--- src/rtl/ffe_pkg.sv ---
// Shared types and constants for the FFE MAC engine: FSM states, accumulator
// sizing and the legacy power-on tap set.
package ffe_pkg;

    typedef enum logic [1:0] {
        IDLE  = 2'd0,
        MAC   = 2'd1,
        FLUSH = 2'd2,
        DONE  = 2'd3
    } ffe_state_t;

    localparam int RST_COEF_0 = 1024;
    localparam int RST_COEF_1 = -512;
    localparam int RST_COEF_2 = 320;
    localparam int RST_COEF_3 = -128;

    // Full-precision products plus enough headroom that NTAPS of them never overflow.
    function automatic int unsigned acc_width(input int unsigned data_w, input int unsigned ntaps);
        return 2 * data_w + $clog2(ntaps);
    endfunction

    function automatic int rst_coef(input int k);
        case (k)
            0:       return RST_COEF_0;
            1:       return RST_COEF_1;
            2:       return RST_COEF_2;
            3:       return RST_COEF_3;
            default: return 0;
        endcase
    endfunction

endpackage

--- src/rtl/ffe_mac_engine_if.sv ---
// Sample, result and coefficient-write signals of the FFE MAC engine.
// master = sample source / controller side, slave = engine side.
interface ffe_mac_engine_if #(
    parameter int unsigned DATA_W = 12,
    parameter int unsigned NTAPS  = 4,
    parameter int unsigned TAP_AW = $clog2(NTAPS)
);
    logic                     in_valid;
    logic                     in_ready;
    logic signed [DATA_W-1:0] in_data;
    logic                     out_valid;
    logic                     out_ready;
    logic signed [DATA_W-1:0] out_data;
    logic                     out_sat;
    logic                     coef_wr_en;
    logic [TAP_AW-1:0]        coef_wr_addr;
    logic signed [DATA_W-1:0] coef_wr_data;
    logic                     coef_wr_ready;
    logic                     busy;

    modport master (
        output in_valid, in_data, out_ready, coef_wr_en, coef_wr_addr, coef_wr_data,
        input  in_ready, out_valid, out_data, out_sat, coef_wr_ready, busy
    );

    modport slave (
        input  in_valid, in_data, out_ready, coef_wr_en, coef_wr_addr, coef_wr_data,
        output in_ready, out_valid, out_data, out_sat, coef_wr_ready, busy
    );
endinterface

--- src/rtl/ffe_round_sat.sv ---
// Combinational round-half-up and saturate from the accumulator width down to
// the output sample width; o_sat_c flags a clamp.
module ffe_round_sat #(
    parameter int unsigned ACC_W  = 26,
    parameter int unsigned DATA_W = 12,
    parameter int unsigned FRAC_W = 11
) (
    input  logic signed [ACC_W-1:0]  i_sum,
    output logic signed [DATA_W-1:0] o_value_c,
    output logic                     o_sat_c
);
    // One guard bit so adding the rounding constant can never wrap.
    localparam int unsigned EXT_W = ACC_W + 1;
    localparam logic signed [EXT_W-1:0] HALF  = EXT_W'(1) << (FRAC_W - 1);
    localparam logic signed [EXT_W-1:0] MAX_V = EXT_W'((2 ** (DATA_W - 1)) - 1);
    localparam logic signed [EXT_W-1:0] MIN_V = -EXT_W'(2 ** (DATA_W - 1));

    logic signed [EXT_W-1:0] w_biased;
    logic signed [EXT_W-1:0] w_shifted;

    always_comb begin
        w_biased  = EXT_W'(i_sum) + HALF;
        w_shifted = w_biased >>> FRAC_W;
        o_value_c = DATA_W'(w_shifted);
        o_sat_c   = 1'b0;
        if (w_shifted > MAX_V) begin
            o_value_c = DATA_W'(MAX_V);
            o_sat_c   = 1'b1;
        end else if (w_shifted < MIN_V) begin
            o_value_c = DATA_W'(MIN_V);
            o_sat_c   = 1'b1;
        end
    end
endmodule

--- src/rtl/ffe_mac_engine.sv ---
// Time-multiplexed FFE core: one multiplier sweeps NTAPS taps per sample, then
// the full-precision sum is rounded/saturated and held on a valid/ready output.
module ffe_mac_engine
    import ffe_pkg::*;
#(
    parameter int unsigned DATA_W = 12,
    parameter int unsigned NTAPS  = 4,
    parameter int unsigned FRAC_W = 11,
    parameter int unsigned ACC_W  = acc_width(DATA_W, NTAPS),
    parameter int unsigned TAP_AW = $clog2(NTAPS)
) (
    input  logic            ffe_clk,
    input  logic            rst,
    ffe_mac_engine_if.slave bus
);
    localparam int unsigned PROD_W = 2 * DATA_W;

    ffe_state_t               r_state;
    logic signed [DATA_W-1:0] r_x [NTAPS];
    logic signed [DATA_W-1:0] r_h [NTAPS];
    logic signed [PROD_W-1:0] r_prod;
    logic signed [ACC_W-1:0]  r_acc;
    logic [TAP_AW-1:0]        r_tap;
    logic                     r_out_valid;
    logic signed [DATA_W-1:0] r_out_data;
    logic                     r_out_sat;

    logic                     w_idle_rdy;
    logic                     w_coef_we;
    logic signed [PROD_W-1:0] w_h_ext;
    logic signed [PROD_W-1:0] w_x_ext;
    logic signed [ACC_W-1:0]  w_sum;
    logic signed [DATA_W-1:0] w_rs_value;
    logic                     w_rs_sat;

    assign w_idle_rdy = (r_state == IDLE) && !rst;
    assign w_coef_we  = w_idle_rdy && bus.coef_wr_en && (32'(bus.coef_wr_addr) < NTAPS);

    // Pipelined MAC: r_prod lags the tap counter by one cycle, so FLUSH adds the last product.
    assign w_h_ext = PROD_W'(r_h[r_tap]);
    assign w_x_ext = PROD_W'(r_x[r_tap]);
    assign w_sum   = r_acc + ACC_W'(r_prod);

    ffe_round_sat #(
        .ACC_W  (ACC_W),
        .DATA_W (DATA_W),
        .FRAC_W (FRAC_W)
    ) u_round_sat (
        .i_sum     (w_sum),
        .o_value_c (w_rs_value),
        .o_sat_c   (w_rs_sat)
    );

    always_ff @(posedge ffe_clk) begin
        if (rst) begin
            r_state     <= IDLE;
            r_prod      <= '0;
            r_acc       <= '0;
            r_tap       <= '0;
            r_out_valid <= 1'b0;
            r_out_data  <= '0;
            r_out_sat   <= 1'b0;
            for (int k = 0; k < NTAPS; k++) begin
                r_x[k] <= '0;
                r_h[k] <= DATA_W'(rst_coef(k));
            end
        end else begin
            // A write alongside an accepted sample lands before the first MAC cycle reads it.
            if (w_coef_we) begin
                r_h[bus.coef_wr_addr] <= bus.coef_wr_data;
            end
            case (r_state)
                IDLE: begin
                    if (bus.in_valid) begin
                        r_x[0] <= bus.in_data;
                        for (int k = 1; k < NTAPS; k++) begin
                            r_x[k] <= r_x[k-1];
                        end
                        r_acc   <= '0;
                        r_prod  <= '0;
                        r_tap   <= '0;
                        r_state <= MAC;
                    end
                end
                MAC: begin
                    r_prod <= w_h_ext * w_x_ext;
                    r_acc  <= w_sum;
                    if (32'(r_tap) == NTAPS - 1) begin
                        r_tap   <= '0;
                        r_state <= FLUSH;
                    end else begin
                        r_tap <= r_tap + TAP_AW'(1);
                    end
                end
                FLUSH: begin
                    r_out_data  <= w_rs_value;
                    r_out_sat   <= w_rs_sat;
                    r_out_valid <= 1'b1;
                    r_state     <= DONE;
                end
                DONE: begin
                    if (bus.out_ready) begin
                        r_out_valid <= 1'b0;
                        r_state     <= IDLE;
                    end
                end
                default: r_state <= IDLE;
            endcase
        end
    end

    assign bus.in_ready      = w_idle_rdy;
    assign bus.coef_wr_ready = w_idle_rdy;
    assign bus.out_valid     = r_out_valid;
    assign bus.out_data      = r_out_data;
    assign bus.out_sat       = r_out_sat;
    assign bus.busy          = (r_state != IDLE);
endmodule
--- src/flat_wrapper.sv ---
// flat-port wrapper written by rule: the top's interface ports become plain ports
module ffe_mac_engine_flat import ffe_pkg::*;
#(
    parameter int unsigned DATA_W = 12,
    parameter int unsigned NTAPS  = 4,
    parameter int unsigned FRAC_W = 11,
    parameter int unsigned ACC_W  = acc_width(DATA_W, NTAPS),
    parameter int unsigned TAP_AW = $clog2(NTAPS)
)
  (ffe_clk, rst, bus_in_valid, bus_in_data, bus_out_ready, bus_coef_wr_en, bus_coef_wr_addr, bus_coef_wr_data, bus_in_ready, bus_out_valid, bus_out_data, bus_out_sat, bus_coef_wr_ready, bus_busy);
  ffe_mac_engine_if #(.DATA_W(DATA_W), .NTAPS(NTAPS), .TAP_AW(TAP_AW)) bus_i ();
  input  logic ffe_clk;
  input  logic rst;
  input wire logic [$bits(bus_i.in_valid)-1:0] bus_in_valid;
  input wire logic [$bits(bus_i.in_data)-1:0] bus_in_data;
  input wire logic [$bits(bus_i.out_ready)-1:0] bus_out_ready;
  input wire logic [$bits(bus_i.coef_wr_en)-1:0] bus_coef_wr_en;
  input wire logic [$bits(bus_i.coef_wr_addr)-1:0] bus_coef_wr_addr;
  input wire logic [$bits(bus_i.coef_wr_data)-1:0] bus_coef_wr_data;
  output wire logic [$bits(bus_i.in_ready)-1:0] bus_in_ready;
  output wire logic [$bits(bus_i.out_valid)-1:0] bus_out_valid;
  output wire logic [$bits(bus_i.out_data)-1:0] bus_out_data;
  output wire logic [$bits(bus_i.out_sat)-1:0] bus_out_sat;
  output wire logic [$bits(bus_i.coef_wr_ready)-1:0] bus_coef_wr_ready;
  output wire logic [$bits(bus_i.busy)-1:0] bus_busy;
  assign bus_i.in_valid = bus_in_valid;
  assign bus_i.in_data = bus_in_data;
  assign bus_i.out_ready = bus_out_ready;
  assign bus_i.coef_wr_en = bus_coef_wr_en;
  assign bus_i.coef_wr_addr = bus_coef_wr_addr;
  assign bus_i.coef_wr_data = bus_coef_wr_data;
  assign bus_in_ready = bus_i.in_ready;
  assign bus_out_valid = bus_i.out_valid;
  assign bus_out_data = bus_i.out_data;
  assign bus_out_sat = bus_i.out_sat;
  assign bus_coef_wr_ready = bus_i.coef_wr_ready;
  assign bus_busy = bus_i.busy;
  ffe_mac_engine #(.DATA_W(DATA_W), .NTAPS(NTAPS), .FRAC_W(FRAC_W), .ACC_W(ACC_W), .TAP_AW(TAP_AW)) u_core (.ffe_clk(ffe_clk), .rst(rst), .bus(bus_i));
endmodule
--- config.mk ---
export PLATFORM = sky130hd
export DESIGN_NAME = ffe_mac_engine_flat
export DESIGN_NICKNAME = d
export VERILOG_FILES = /design/src/rtl/ffe_pkg.sv /design/src/rtl/ffe_mac_engine_if.sv /design/src/rtl/ffe_round_sat.sv /design/src/rtl/ffe_mac_engine.sv /design/src/flat_wrapper.sv
export SDC_FILE = /design/constraint.sdc
export NUM_CORES = 1
export LEC_CHECK = 0
export ABC_AREA = 1
export CAP_MARGIN = 10
export CORE_ASPECT_RATIO = 0.9
export CORE_MARGIN = 2
export CORE_UTILIZATION = 35
export DETAILED_ROUTE_END_ITERATION = 16
export GPL_TIMING_DRIVEN = 0
export HOLD_SLACK_MARGIN = 0.15
export PLACE_DENSITY = 0.47
export RECOVER_POWER = 50
export SKIP_LAST_GASP = 1
export SYNTH_ARGS = -nofsm -noshare
export SYNTH_HDL_FRONTEND = slang
export SYNTH_SLANG_ARGS = --single-unit
--- constraint.sdc ---
create_clock -name ffe_clk -period 14 [get_ports ffe_clk]
set_clock_uncertainty 0.2 [all_clocks]
set_input_delay 1.4 -clock ffe_clk [delete_from_list [all_inputs] [get_ports ffe_clk]]
set_output_delay 1.4 -clock ffe_clk [all_outputs]
set_load 0.02 [all_outputs]
==> flow_summary.toml <==
[logic_synthesis]
synth_edf_count = 96
synthArstFlopShare = 0
synth_flop_cell = "edfxtp_1"
syn_area_mm2 = 0.0147
yosys_warnings = 0
postSynthCellCount = 1902
synth_cell_types = 44
syn-num-nets = 2155
synth_seq_cells = 166
avgSynthCellArea_um2 = 7.71
yosysSeqAreaShare = 0.292

[worst_setup_path]
end_kind = "flop"
r2r-end = "u_core.r_prod[19]"
cp.arrival_ns = 8.75
critPathRequiredTime_ns = 14.12
cpMostUsedCell = "inv_1"
crit_family = "adder cells"
crit_buf_inv = 9
cp.depth = 28
reg2reg_depth = 28
worstSetupPathType = "reg -> reg"
r2r_slack_ns = 5.37
critical_path_peak_fanout = 10
start_kind = "flop"
crit_path_end = "u_core.r_prod[19]"
crit_path_top_delay_cell = "a32oi_1"
max_stage_delay_ns = 0.69

[layout]
area_growth_pct = 12.5
final_common_cell = "nand2_1"
fin_util = 0.397
antenna_cells = 0
layout_common_cells = "nand2_1, inv_1, nor2_1, fa_1, a21oi_1"
nets = 2229
drive_above_1_share = 0.0498

[grt]
grt_max_degree = 33
track_usage = 0.201
antenna_found_initial = 0
grt_pass1_vias = 11964
grt_pass1_wl_um = 66200
grt-ovfl-total = 0

[routing]
wl_um = 41100
drt_pre_antenna_iters = 5
drc = 0
viasPerCell = 4.78
ant_nets = 0
vias = 12124
wl_per_cell_um = 16.2
drt_iter0_drc = 728

[floorplan]
die_h_um = 198
rows = 71
die-area_mm2 = 0.0436
start_util = 0.353
die_w_um = 220
pin_count = 48
core_area_mm2 = 0.0416

[worst_hold_path]
hp-class = "reg -> reg"

[clock_network]
postCtsSetupRepairBufs = 0
root_buffer = "clkbuf_16"
cts_made_buffers = 17
cts_num_sinks = 166
clockBufferDepth = 2
cts_tree = "done"
hold_buffers = 0
clock_latency_ns = 0.45
htree_levels = 4
cts.repair.resized = 0
clk_pin_slew_worst_paths_ns = 0.07

[sta]
timing.hold.ws_ns = 0.272
finalSetupTns_ns = 0
max_slew_margin = 0.0977
finalCritPeriodShare = 0.616
rsz0062_at_grt = "no"
fin_crit_ns = 8.63
fmax_ghz = 0.116
setup_viol = 0
slew_viol_final = 0
layout_setup_ws_ns = 5.37
finalHoldViolations = 0
tightest_slew_ns = 1.35

[placement]
dp_hpwl_um = 33300
port_buffers = 47
place_ws_ns = 5.17
gp_congestion = 0.876

[run_status]
status = "complete, no violations"

[run]
cap_viol_max_count = 0
## Yosys cell counts, types with 2 or more instances
cell type    n  area (µm²)
a32oi_1     24         210
nand2_1    482        1810
nor3_1       6        30.0
dfxtp_1     70        1400
nand3_2      3        30.0
nor4_1       2        12.5
o21ai_0     43         215
a21oi_2     10        87.6
or2_2       10        62.6
nand3_1     56         280
a31oi_1      2        12.5
nand4_1     14        87.6
nor2_1     201         754
xnor2_1     10        87.6
buf_1        5        18.8
nand3b_1     2        15.0
fa_1       139        2780
buf_6        2        22.5
a211oi_1     2        15.0
xor2_1      11        96.3
buf_4        2        15.0
edfxtp_1    96        2880
ha_1        83        1040
a21oi_1    129         646
nand2_2     17         106
clkinv_1    10        37.5
o31ai_1      2        15.0
nor2_2      11        68.8
o211ai_1     2        15.0
a21o_1       4        30.0
o21bai_1     2        15.0
inv_1      398        1490
clkbuf_1    41         154
## metal layers
layer / vias to the layer above / GRT usage / wire, µm
met4: 0 / 0.0447 / 484
met3: 26 / 0.0240 / 1620
met1: 5865 / 0.298 / 20900
met2: 215 / 0.312 / 18100
met5: - / 0 / 0
li1: 6018 / - / -
## how the worst min path moves through the flow
stage / from / to / depth (start not counted)
6_report: u_core.r_acc[6] / u_core.r_acc[6] / 2
3_5_place_dp: u_core.r_acc[11] / u_core.r_acc[11] / 2
5_1_grt: u_core.r_acc[23] / u_core.r_acc[23] / 2
2_1_floorplan: u_core.r_prod[4] / u_core.r_prod[4] / 2
4_1_cts: u_core.r_acc[11] / u_core.r_acc[11] / 2
3_3_place_gp: u_core.r_acc[0] / u_core.r_acc[0] / 2
## per-stage QoR
step	cells	instance area, µm²
6_report	2536	16500
5_1_grt	2536	16500
4_1_cts	2534	16500
3_5_place_dp	2502	15900
3_3_place_gp	2496	15800
2_1_floorplan	1902	14700
## layout make-up
type	count	area, µm²
Buffer	51	218
Clock buffer	17	425
Clock inverter	15	189
Fill cell	4410	25100
Inverter	408	1530
Multi-Input combinational cell	1277	8620
Sequential cell	166	4280
Tap cell	547	684
Timing Repair Buffer	55	547
## tightest hold or removal path, delay by kind of cell, from the launching register on
| kind | cells | cell delay, ns |
|---|---|---|
| flip-flops | 1 | 0.31 |
| AND/OR/NAND/NOR | 1 | 0.06 |
| AO/OA/AOI/OAI | 1 | 0.05 |
## kinds of logic after synthesis
logic type | count (synthesis) | synth area share
xor gates and xnor gates | 21 | 0.0125
AOI/OAI and AO/OA | 226 | 0.0900
DFF | 166 | 0.292
adders and majority gates | 222 | 0.261
and+or+nand+nor | 808 | 0.225
buffers and inverters | 459 | 0.120
## registers in the layout, summed over array words and instances (netlist names), named ones only
signal	flops
u_core.bus.out_data	12
u_core.bus.out_sat	1
u_core.bus.out_valid	1
u_core.r_acc	26
u_core.r_h	48
u_core.r_prod	24
u_core.r_state	2
u_core.r_tap	2
u_core.r_x	48
Power is not shown: default switching activity piles up to over one toggle a cycle in this logic, so the estimate is an artifact.
